===== config.mk =====
export PLATFORM = sky130hd
export DESIGN_NAME = lcd_responder
export DESIGN_NICKNAME = d
export VERILOG_FILES = /design/src/rtl/lcd_pkg.sv /design/src/rtl/sync_falling_edge.sv /design/src/rtl/lcd_responder.sv
export SDC_FILE = /design/constraint.sdc
export NUM_CORES = 1
export LEC_CHECK = 0
export CORE_ASPECT_RATIO = 2
export CORE_MARGIN = 2
export CORE_UTILIZATION = 45
export CTS_BUF_LIST = sky130_fd_sc_hd__clkbuf_8
export DETAILED_ROUTE_END_ITERATION = 8
export HOLD_SLACK_MARGIN = 0.1
export SYNTH_ARGS = -nofsm -noshare
export SYNTH_HDL_FRONTEND = slang
export SYNTH_SLANG_ARGS = --single-unit
export TNS_END_PERCENT = 1

===== constraint.sdc =====
create_clock -name clk -period 5.1 [get_ports clk]
set_input_delay 1.02 -clock clk [delete_from_list [all_inputs] [get_ports clk]]
set_output_delay 1.02 -clock clk [all_outputs]
set_load 0.05 [all_outputs]

===== src/rtl/lcd_pkg.sv =====
// Shared types and constants for the character-LCD responder.
// State encoding, command opcodes, control-bit positions and the
// command decoder used by the top-level FSM.
package lcd_pkg;

  typedef enum logic [1:0] {
    ST_CLEAR = 2'd0,
    ST_IDLE  = 2'd1,
    ST_BUSY  = 2'd2
  } lcd_state_e;

  typedef enum logic [2:0] {
    OP_NONE    = 3'd0,
    OP_CLEAR   = 3'd1,
    OP_HOME    = 3'd2,
    OP_ENTRY   = 3'd3,
    OP_DISPLAY = 3'd4,
    OP_SETADDR = 3'd5
  } lcd_op_e;

  localparam logic [7:0] CMD_CLEAR   = 8'h01;
  localparam logic [7:0] CMD_HOME    = 8'h02;
  localparam logic [7:0] CMD_ENTRY   = 8'h04;
  localparam logic [7:0] CMD_DISPLAY = 8'h08;
  localparam logic [7:0] CMD_SETADDR = 8'h80;

  localparam int CTRL_RS = 1;
  localparam int CTRL_RW = 0;

  localparam logic [7:0] CHAR_BLANK = 8'h20;

  // Highest set opcode bit selects the command; 0x00 and 0x10-0x7F do nothing.
  function automatic lcd_op_e decode_cmd(input logic [7:0] d);
    lcd_op_e op;
    op = OP_NONE;
    if ((d & CMD_SETADDR) != 8'h00)
      op = OP_SETADDR;
    else if (d[6:4] != 3'b000)
      op = OP_NONE;
    else if ((d & CMD_DISPLAY) != 8'h00)
      op = OP_DISPLAY;
    else if ((d & CMD_ENTRY) != 8'h00)
      op = OP_ENTRY;
    else if ((d & CMD_HOME) != 8'h00)
      op = OP_HOME;
    else if (d == CMD_CLEAR)
      op = OP_CLEAR;
    return op;
  endfunction

endpackage


===== src/rtl/sync_falling_edge.sv =====
// Multi-flop synchroniser for an asynchronous strobe, followed by a
// single-cycle pulse on each synchronised falling edge.
module sync_falling_edge #(
  parameter int SYNC_STAGES = 2
) (
  input  logic clk,
  input  logic rst_n,
  input  logic i_async,
  output logic o_fall
);

  logic [SYNC_STAGES-1:0] r_sync;
  logic                   r_prev;
  logic                   w_synced;

  assign w_synced = r_sync[SYNC_STAGES-1];

  // Shift the async input through the synchroniser chain and keep one cycle of history.
  always_ff @(posedge clk or negedge rst_n) begin
    if (!rst_n) begin
      r_sync <= '0;
      r_prev <= 1'b0;
    end else begin
      r_sync <= {r_sync[SYNC_STAGES-2:0], i_async};
      r_prev <= w_synced;
    end
  end

  assign o_fall = r_prev & ~w_synced;

endmodule


===== src/rtl/lcd_responder.sv =====
// Device-side model of an 8-bit character LCD (2 lines x 16 columns).
// Executes one command or data write per falling edge of lcd_enable,
// keeps the display buffer, cursor, busy flag and a sticky overrun flag.
// Optional simulation trace of accepted characters: define LCD_TRACE_EN.
//
// state    | meaning
// ---------+-----------------------------------------------------------
// ST_CLEAR | blanking buffer, one cell per cycle (32 cycles), busy=1
// ST_IDLE  | ready, decodes strobes, busy=0
// ST_BUSY  | post-operation hold for BUSY_CYCLES cycles, busy=1
module lcd_responder #(
  parameter int COLS        = 16,
  parameter int BUSY_CYCLES = 8,
  parameter int SYNC_STAGES = 2
) (
  input  logic       clk,
  input  logic       rst_n,
  input  logic [7:0] lcd_data,
  input  logic [1:0] lcd_ctrl,
  input  logic       lcd_enable,
  output logic [7:0] lcd_dout,
  output logic       busy,
  output logic       display_on,
  output logic       overrun,
  input  logic [4:0] buf_addr,
  output logic [7:0] buf_char
);

  import lcd_pkg::*;

  localparam int DEPTH = 2 * COLS;
  localparam int CNT_W = (BUSY_CYCLES > 1) ? $clog2(BUSY_CYCLES) : 1;
  localparam logic [CNT_W-1:0] CNT_LOAD = CNT_W'(BUSY_CYCLES - 1);

  lcd_state_e     r_state;
  lcd_state_e     w_next;
  logic [4:0]     r_cur;
  logic [4:0]     r_idx;
  logic           r_inc;
  logic           r_disp;
  logic           r_ovr;
  logic [CNT_W-1:0] r_cnt;
  logic [7:0]     r_mem [DEPTH];

  logic           w_strobe;
  logic           w_rs;
  logic           w_rw;
  lcd_op_e        w_op;
  logic           w_accept;
  logic           w_acc_data;
  logic           w_acc_cmd;
  logic           w_clr_done;
  logic           w_ovr_set;
  logic [4:0]     w_cur_step;
  logic           w_busy;
  logic           w_we;
  logic [4:0]     w_waddr;
  logic [7:0]     w_wdata;

  sync_falling_edge #(
    .SYNC_STAGES(SYNC_STAGES)
  ) u_sync (
    .clk    (clk),
    .rst_n  (rst_n),
    .i_async(lcd_enable),
    .o_fall (w_strobe)
  );

  assign w_rs       = lcd_ctrl[CTRL_RS];
  assign w_rw       = lcd_ctrl[CTRL_RW];
  assign w_op       = decode_cmd(lcd_data);
  assign w_accept   = w_strobe & (r_state == ST_IDLE) & ~w_rw;
  assign w_acc_data = w_accept & w_rs;
  assign w_acc_cmd  = w_accept & ~w_rs;
  assign w_clr_done = (r_state == ST_CLEAR) && (r_idx == 5'(DEPTH - 1));
  assign w_ovr_set  = w_strobe & w_busy & ~w_rw;

  // {line,col} is a 5-bit ring, so +/-1 gives the line-crossing wrap in both directions.
  assign w_cur_step = r_inc ? (r_cur + 5'd1) : (r_cur - 5'd1);

  // State register.
  always_ff @(posedge clk or negedge rst_n) begin
    if (!rst_n) r_state <= ST_CLEAR;
    else        r_state <= w_next;
  end

  // Next-state decode.
  always_comb begin
    w_next = r_state;
    case (r_state)
      ST_CLEAR: if (w_clr_done) w_next = ST_IDLE;
      ST_IDLE: begin
        if (w_acc_data) begin
          w_next = ST_BUSY;
        end else if (w_acc_cmd) begin
          if (w_op == OP_CLEAR)     w_next = ST_CLEAR;
          else if (w_op != OP_NONE) w_next = ST_BUSY;
        end
      end
      ST_BUSY: if (r_cnt == '0) w_next = ST_IDLE;
      default: w_next = ST_CLEAR;
    endcase
  end

  // Outputs: busy flag and buffer write port (clear sweep has priority).
  always_comb begin
    w_busy  = (r_state != ST_IDLE);
    w_we    = 1'b0;
    w_waddr = r_cur;
    w_wdata = lcd_data;
    if (r_state == ST_CLEAR) begin
      w_we    = 1'b1;
      w_waddr = r_idx;
      w_wdata = CHAR_BLANK;
    end else if (w_acc_data) begin
      w_we = 1'b1;
    end
  end

  // Busy down-counter is preloaded while idle so it holds BUSY_CYCLES-1 on BUSY entry.
  always_ff @(posedge clk or negedge rst_n) begin
    if (!rst_n)                               r_cnt <= CNT_LOAD;
    else if (r_state == ST_IDLE)              r_cnt <= CNT_LOAD;
    else if (r_state == ST_BUSY && r_cnt != '0) r_cnt <= r_cnt - 1'b1;
  end

  // Clear sweep index; parked at zero outside the sweep.
  always_ff @(posedge clk or negedge rst_n) begin
    if (!rst_n)                   r_idx <= '0;
    else if (r_state == ST_CLEAR) r_idx <= r_idx + 5'd1;
    else                          r_idx <= '0;
  end

  // Cursor, entry mode and display control.
  always_ff @(posedge clk or negedge rst_n) begin
    if (!rst_n) begin
      r_cur  <= '0;
      r_inc  <= 1'b1;
      r_disp <= 1'b0;
    end else if (r_state == ST_CLEAR) begin
      r_cur <= '0;
      r_inc <= 1'b1;
    end else if (w_acc_data) begin
      r_cur <= w_cur_step;
    end else if (w_acc_cmd) begin
      case (w_op)
        OP_HOME:    r_cur  <= '0;
        OP_ENTRY:   r_inc  <= lcd_data[1];
        OP_DISPLAY: r_disp <= lcd_data[2];
        OP_SETADDR: if (lcd_data[5:4] == 2'b00) r_cur <= {lcd_data[6], lcd_data[3:0]};
        default:    ;
      endcase
    end
  end

  // Sticky overrun: any write strobe that lands while busy.
  always_ff @(posedge clk or negedge rst_n) begin
    if (!rst_n)         r_ovr <= 1'b0;
    else if (w_ovr_set) r_ovr <= 1'b1;
  end

  // Display buffer; contents are only meaningful after the first clear sweep.
  always_ff @(posedge clk) begin
    if (w_we) r_mem[w_waddr] <= w_wdata;
  end

`ifdef LCD_TRACE_EN
  // Simulation-only console trace of the display stream.
  always @(posedge clk) begin
    if (rst_n) begin
      if (w_acc_data) $write("%c", lcd_data);
      if (w_acc_cmd && w_op == OP_CLEAR) $write("\n");
      if (w_ovr_set) $write("[lcd overrun]");
    end
  end
`endif

  assign lcd_dout   = {w_busy, r_cur[4], 2'b00, r_cur[3:0]};
  assign busy       = w_busy;
  assign display_on = r_disp;
  assign overrun    = r_ovr;
  assign buf_char   = r_mem[buf_addr];

endmodule

### After elaboration in Yosys (flattened, before gate mapping)

Memories as Yosys holds them, arrays and structs flattened.
Cells that the tools add are included.

* register bits: 21
* memory bits (writable): 256
* memories kept: 1

* add/subtract/negate cells: 4
* equal/unequal tests: 16
* multiplexer cells: 32
* bitwise operators: 12
* reduce and logical (&&, ||, !) cells: 17

Memory list
* r_mem: depth 32, width 8, rd ports 1, clocked after Yosys merged registers in 0, wr ports 1, RTL line lcd_responder.sv:43 `logic [7:0] r_mem [DEPTH];`

Operator list (number)
* $mux 5: 7
* $mux 3: 6
* $mux 2: 7
* $reduce_bool 3->1: 4
* $add 5x1->5 const B: 2
* $pmux 5 s2: 1
* $mux 1: 9
* $eq 8x1->1 const B: 1
* $mux 8: 1
* $reduce_and 4->1: 2
* $and 1x1->1: 7
* $eq 3x2->1 const B: 2
* $eq 3x3->1 const B: 2
* $pmux 2 s3: 1
* $reduce_and 3->1: 2
* $reduce_bool 2->1: 3
* $eq 5x5->1 const B: 1
* $not 1->1: 5
* $sub 5x1->5 const B: 1
* $logic_not 2->1: 2
* $ne 2x1->1 const B: 2
* $ne 2x2->1 const B: 2
* $ne 4x2->1 const B: 1
* $ne 4x4->1 const B: 1
* 8 further kinds: 9

### Longest topological paths before layout

* depth after elaboration: 13
* mapped depth: 7
* mapped depth without buffers: 7

### By module

A second synthesis with hierarchy kept.

* cell total of the unflattened synthesis: 596
* area, all modules: 11370.9 sq um

By module, submodules not included
* lcd_responder: times used 1, cells each 592, area each 11282.1 sq um, sequential area each 8142.8 sq um
* sync_falling_edge: times used 1, cells each 4, area each 88.8 sq um, sequential area each 75.1 sq um

### Worst setup path before layout

Ideal clock, no wire load.

* path kind: input port to output port
* from: in buf_addr[0]
* to: out buf_char[0]
* data arrival time: 3.264 ns
* data required time: 4.080 ns
* slack: 0.816 ns
* cell stages on the path: 5
* path through: buf_6 > buf_6 > mux4_2 > o22ai_1 > nor4_1

* longest elaborated chain between the ends: 1

Ends and longest elaborated chain
* start, declared: RTL line lcd_responder.sv:25 `input logic [4:0] buf_addr,`
* $mem_v2 32x8
* end, declared: RTL line lcd_responder.sv:26 `output logic [7:0] buf_char`

No other way between the ends.

### Worst setup path in the final report

* from: in buf_addr[2]
* to: out buf_char[3]

The elaborated chain is that of the path after synthesis.

==> metrics <==
First-pass DRT Iterations 6; initial DRC count 518; async set-or-reset flop fraction in the synthesized netlist 7.58%; Critical Path Fanout Max 8; first-pass GRT wire length roughly 37 mm; Seq cells post-synth around 280; clock-pin slew on the worst setup and hold paths 0.06 ns; CP arrival between 3 and 4 ns; post-DP HPWL approximately 16 mm; Yosys cell types 52; Routed Antenna Nets 0; # hold bufs at CTS 0; TritonCTS clock tree built; Post-CTS Setup Repair Bufs 0; gr usage total about 19%; R2R depth 5; GPL Wtd Cong ~0.81; Int Pwr around 3.8 mW; Top Layer Used met4; Num CTS Buffers 39; WL met3 993 um; mapped cell area about 11000 um2; number of diodes 0; initial antenna violation count 0; relative slew slack a little under an eighth; share of cells above drive strength 1 about a fifth; slack of the worst reg-to-reg path 2.16 ns; reg-to-reg critical path startpoint r_state[1]; Psw between 1 and 1.5 mW; sequential power share 54.9%; Initial Util between 40% and 50%; Final nets roughly 670; IO Port Bufs 34; Core ar. 24400 um2; Max Freq 216 MHz; clk buf depth 3; DR vias about 5.7k; Worst VDD drop about 0.00024 V; clock share of power between 20 and 30%; leakage between 4 and 5 nW; Combinational Power Share between 10% and 20%; RSZ-0062 raised after global routing false; Area growth, synth to finish 11.8%; final hold violations 0; Seq/Total Area, Yosys about 74%; Mapped Cells ~600; CP Launch Point buf_addr[2]; Final setup viols 0; Yosys Warn Count 0; Worst Hold Class flip-flop to flip-flop; chip width 115 um; io pins 37; Finished Core Util between 50% and 60%; worst hold path startpoint u_sync.r_sync[0]; Final min period around 4.6 ns; Max Slew Vio Count 0; crit path to buf_char[3]; final WL around 24 mm; Metal-1 WL a little over 9 mm; Setup Skew around 0.025 ns; largest net degree at the start of global routing 35; WL met2 13.5 mm; Clock Latency Late Sink 0.54 ns; root buffer cell clkbuf_8; setup TNS 0 ns; PwrDens between 400 and 500 nW/um2; number of global-route vias before repair ~6.0k; H-tree level count 2; Post-CTS Resized 0; RR Endpoint r_mem[30][5]; Hold WS about 0.35 ns; Main synth FF type edfxtp_1; Power, Total roughly 5.3 mW; # clock sinks roughly 280; full die area 26200 um2; Rows between 80 and 90; Avg Vias per Cell around 5.7; DR DRC count 0; Post-synth EDFFs about 260; outcome finished, final reports clean; Die Y-Extent ~230 um; Sw Share between 20 and 30%; worst slew pin tran 1.32 ns; Worst setup SP type input pin; filler instances just under 2k; max-cap violations 0; GR Overflow Total 0; final worst-path cycle share 90.6%; Worst EP required approximately 4 ns; wire per inst about 24 um; Worst setup EP type primary output; synthesized area per cell 19.1 um2; Worst Setup Path Type input pin to primary output
[cell usage after synthesis (all sizes together) (2+ instances only)]
master,instances,area [um2]
a21o,2,15.0
a21oi,9,48.8
a31oi,3,18.8
and2,9,57.6
and3,2,12.5
buf,20,163
clkbuf,7,27.5
dfrtp,17,425
dfstp,4,105
edfxtp,256,7690
ha,7,87.6
inv,10,37.5
mux2,3,33.8
mux2i,2,20.0
mux4,64,1440
nand2,24,105
nand3,10,55.1
nand3b,7,52.6
nor2,47,176
nor3,5,25.0
nor4,9,56.3
nor4b,2,17.5
o21ai,6,30.0
o22ai,34,213
or2,2,12.5
or2b,2,15.0
or3,2,17.5
or3b,2,17.5
xnor2,3,26.3
xor2,3,26.3
[cells by family after synthesis]
kind of cell / Yosys count / share of synthesized area [%]
compound gates: 60 / 3.54
xor+xnor: 6 / 0.470
fa+ha+maj: 8 / 0.963
buf+inv: 37 / 2.04
flops: 277 / 73.6
mux: 69 / 13.4
other cells: 1 / 0.0336
simple gates: 128 / 6.01
[sequential cells by signal, summed over array words and instances, names as in the netlist]
| name | count |
|---|---|
| u_sync.r_sync | 2 |
| r_cnt | 3 |
| r_inc | 1 |
| r_cur | 5 |
| r_mem | 256 |
| u_sync.r_prev | 1 |
| display_on | 1 |
| overrun | 1 |
| r_state | 2 |
| r_idx | 5 |
[cell usage in the layout, fill, tap and decap left out, drive strengths merged, types with 2 or more instances in the layout]
cell and instances:
nand2 24, a21o 2, clkbuf 41, mux2i 2, xnor2 3, a31oi 3, or2 2, conb 2
clkdlybuf4s50 32, clkinv 14, xor2 3, or2b 2, or3 2, o21ai 6, mux4 64, ha 7
a21oi 9, nor3 5, or3b 2, buf 10, mux2 3, nor4 9, inv 24, nor4b 2
and2 9, nand3b 7, dfstp 4, nor2 47, o22ai 34, nand3 10, dfrtp 17, edfxtp 256
and3 2
[stage by stage]
step / worst slack [ns] / instance area [um2] / instances
finish: 0.478 / 12500 / 1003
global route: 0.359 / 12500 / 1003
CTS: 0.478 / 12500 / 1003
detailed placement: 0.482 / 11800 / 934
global placement: 0.497 / 11800 / 934
floorplan: 0.816 / 11200 / 587
[worst max-delay path: stages]
cell and delay (ns):
clkdlybuf4s50_1 0.58, nand3b_1 0.43, o22ai_1 0.23, nor4_1 0.45
clkdlybuf4s50_1 0.89
[power by group through the flow]
stage          Clock [mW]  Combinational (mW)  Sequential, mW
4_1_cts              1.58               0.852            2.89
3_5_place_dp            0               0.851            2.94
6_report             1.54               0.838            2.89
3_3_place_gp            0               0.825            2.92
2_1_floorplan           0               0.559            2.91
5_1_grt              1.66               0.901            2.91
[final cells by class]
cell class | count | area [um2] | area share, %
Clock buffer | 41 | 564 | 4.52
Clock inverter | 28 | 110 | 0.881
Inverter | 10 | 37.5 | 0.300
Multi-Input combinational cell | 273 | 2730 | 21.9
Sequential cell | 277 | 8220 | 65.8
Tap cell | 332 | 415 | 3.32
Timing Repair Buffer | 42 | 418 | 3.34
[worst min path at each step]
stage / cells after the start / endpoint / slack (ns)
2_1_floorplan: 0 / u_sync.r_sync[1] / 0.33
3_3_place_gp: 0 / u_sync.r_sync[1] / 0.34
3_5_place_dp: 0 / u_sync.r_sync[1] / 0.34
4_1_cts: 0 / u_sync.r_sync[1] / 0.35
5_1_grt: 0 / u_sync.r_sync[1] / 0.36
6_report: 0 / u_sync.r_sync[1] / 0.35
[per-layer routing]
| metal | up-vias | GRT usage (%) |
|---|---|---|
| li1 | 2496 | - |
| met3 | 50 | 2.73 |
| met2 | 164 | 35.1 |
| met5 | - | 0 |
| met4 | 0 | 7.15 |
| met1 | 3006 | 23.1 |
Note: power is estimated with default switching activity, not from simulation.
==> RTL edit (same flow settings) <==
Re-encode `lcd_state_e` (3 states) as one-hot, 3 bits wide.
--- a/src/rtl/lcd_pkg.sv
+++ b/src/rtl/lcd_pkg.sv
@@ -3,10 +3,10 @@
 // command decoder used by the top-level FSM.
 package lcd_pkg;
 
-  typedef enum logic [1:0] {
-    ST_CLEAR = 2'd0,
-    ST_IDLE  = 2'd1,
-    ST_BUSY  = 2'd2
+  typedef enum logic [2:0] {
+    ST_CLEAR = 3'b001,
+    ST_IDLE  = 3'b010,
+    ST_BUSY  = 3'b100
   } lcd_state_e;
 
   typedef enum logic [2:0] {
Function: same outputs for any inputs over 10 cycles, from zero or initial values and one cycle with rst_n low; not proved beyond that.
==> RTL edit against the unedited design <==
Final area up 0.56%; synthesized area down 0.22%; total power is 0.54% lower; sequential cell count increased by 1; wire length up 4.2%; worst setup slack better by 76 ps; clock power grew 8%; largest cell class unchanged.
==> RTL edit: results (changes against the unedited design) <==
met3 usage 0.02887 (was 0.02727); drt total wl 25.35 mm (was 24.33 mm); crit-path max FO 8 (unchanged); Critical Path Start buf_addr[3] (was buf_addr[2]); syn avg cell area 18.83 sq um (was 19.06 sq um); largest net degree at the start of global routing 65 (was 35); Synth async-reset ratio 0.07914 (was 0.07581); Resize count post-CTS 0 (unchanged); grt met1 use 0.2236 (was 0.2306); layout cells sized above 1 0.2125 (was 0.2086); DP HPWL 17.03 mm (was 15.96 mm); Pint 3.827 mW (was 3.809 mW); first-pass GRT wire length 38.05 mm (was 36.74 mm); post-DR vias/cell 5.665 (was 5.699); # placed instances 937 (was 934); gr usage total 0.2031 (was 0.1936); M2 GR Usage 0.3822 (was 0.3511); number of global-route vias before repair 6,145 (was 6,005); Post-synth EDFFs 256 (unchanged); FILL cells 1,987 (was 1,957); critical path arrival 3530 ps (was 3600 ps); VDD IR max 0.2619 mV (was 0.2356 mV); H-tree depth 2 (unchanged); root buffer cell clkbuf_8 (unchanged); post-synthesis sequential area ratio 0.7396 (was 0.7356); Antenna Cells 0 (unchanged); Routed WL per cell 25.23 microns (was 24.25 microns); Routability Congestion 0.8135 (was 0.8123); reg-to-reg startpoint r_state[0] (was r_state[1]); Crit-path slowest cell clkdlybuf4s50_1 (unchanged); Leakage 4.105 nW (was 4.115 nW); synth unique cells 48 (was 52); DR pass1 iterations 5 (was 6); Post-Place Setup Slack 593.7 ps (was 482.0 ps); DRT iter0 DRCs 441 (was 518); CP max stage delay 870 ps (was 890 ps); Clock Skew 19.69 ps (was 24.80 ps); Synth area leaders edfxtp_1 (69%), mux4_2 (13%), dfrtp_1 (3.8%), o22ai_1 (1.8%), nor2_1 (1.8%) (was edfxtp_1 (69%), mux4_2 (13%), dfrtp_1 (3.8%), o22ai_1 (1.9%), nor2_1 (1.6%)); Hold Path Origin u_sync.r_sync[0] (unchanged); CTS Buf Count 39 (unchanged); Final nets 672 (was 669); PortBufs 34 (unchanged); Post-synth top cells edfxtp_1 (256), mux4_2 (64), nor2_1 (53), o22ai_1 (32), dfrtp_1 (17) (was edfxtp_1 (256), mux4_2 (64), nor2_1 (47), o22ai_1 (34), nand2_1 (22)); Tightest Pin Transition 1364 ps (was 1323 ps); outcome complete, no violations (unchanged); GRT overflow 0 (unchanged); worst hold path type reg2reg (unchanged)
-- RTL edit: cell families (layout without fill, tap and decap cells) --
logic type | after synthesis | after routing | share of synthesized area
XOR/XNOR | 5 | 5 | 0.003928
multiplexers | 72 | 72 | 0.1369
buffers and inverters | 39 | 119 | 0.01639
other | 1 | 2 | 0.0003364
adder cells (fa/ha/maj) | 8 | 8 | 0.009653
AO/OA/AOI/OAI | 66 | 66 | 0.03794
flip-flops | 278 | 278 | 0.7396
AND/OR/NAND/NOR | 123 | 123 | 0.05522
-- RTL edit: routing by layer --
layer	part of all wire	wire, microns
met1	0.34	8660
met2	0.57	14450
met3	0.050	1270
met4	0.038	974
met5	0	0
-- RTL edit: final cells by class --
cell class | count | area, sq um | share of cell area
Sequential cell | 278 | 8244 | 0.6561
Tap cell | 332 | 415.4 | 0.03306
Clock buffer | 40 | 550.5 | 0.04381
Timing Repair Buffer | 41 | 410.4 | 0.03266
Inverter | 10 | 37.54 | 0.002987
Multi-Input combinational cell | 276 | 2728 | 0.2171
Clock inverter | 28 | 180.2 | 0.01434
-- RTL edit: power by group through the flow --
stage	logic, mW	registers, mW	clock network, mW
3_3_place_gp	0.732	2.87	0
5_1_grt	0.795	2.85	1.78
6_report	0.735	2.84	1.66
2_1_floorplan	0.472	2.85	0
3_5_place_dp	0.749	2.89	0
4_1_cts	0.751	2.84	1.70
-- RTL edit: final timing paths --
path | to | slack [ps] | cells after the start
worst max-delay path | buf_char[5] | 550 | 5
worst min-delay path | u_sync.r_sync[1] | 350 | 0
worst max register to register | r_mem[4][5] | 1870 | 5
worst min register to register | u_sync.r_sync[1] | 350 | 0
max in group asynchronous | r_state[2] | 3350 | 1
min in group asynchronous | r_cur[1] | 1080 | 1
-- RTL edit: per-stage QoR --
step	area, sq um	util
after floorplan	11150	-
after global placement	11830	0.4845
after detailed placement	11830	0.4845
after CTS	12560	0.5144
after global routing	12570	0.5145
final	12570	0.5145
-- RTL edit: worst register-to-register path: cells and delay by family, from the launching register on --
family	cells	cell delay, ps
DFF	1	610
and+or+nand+nor	4	1660
muxes	1	600
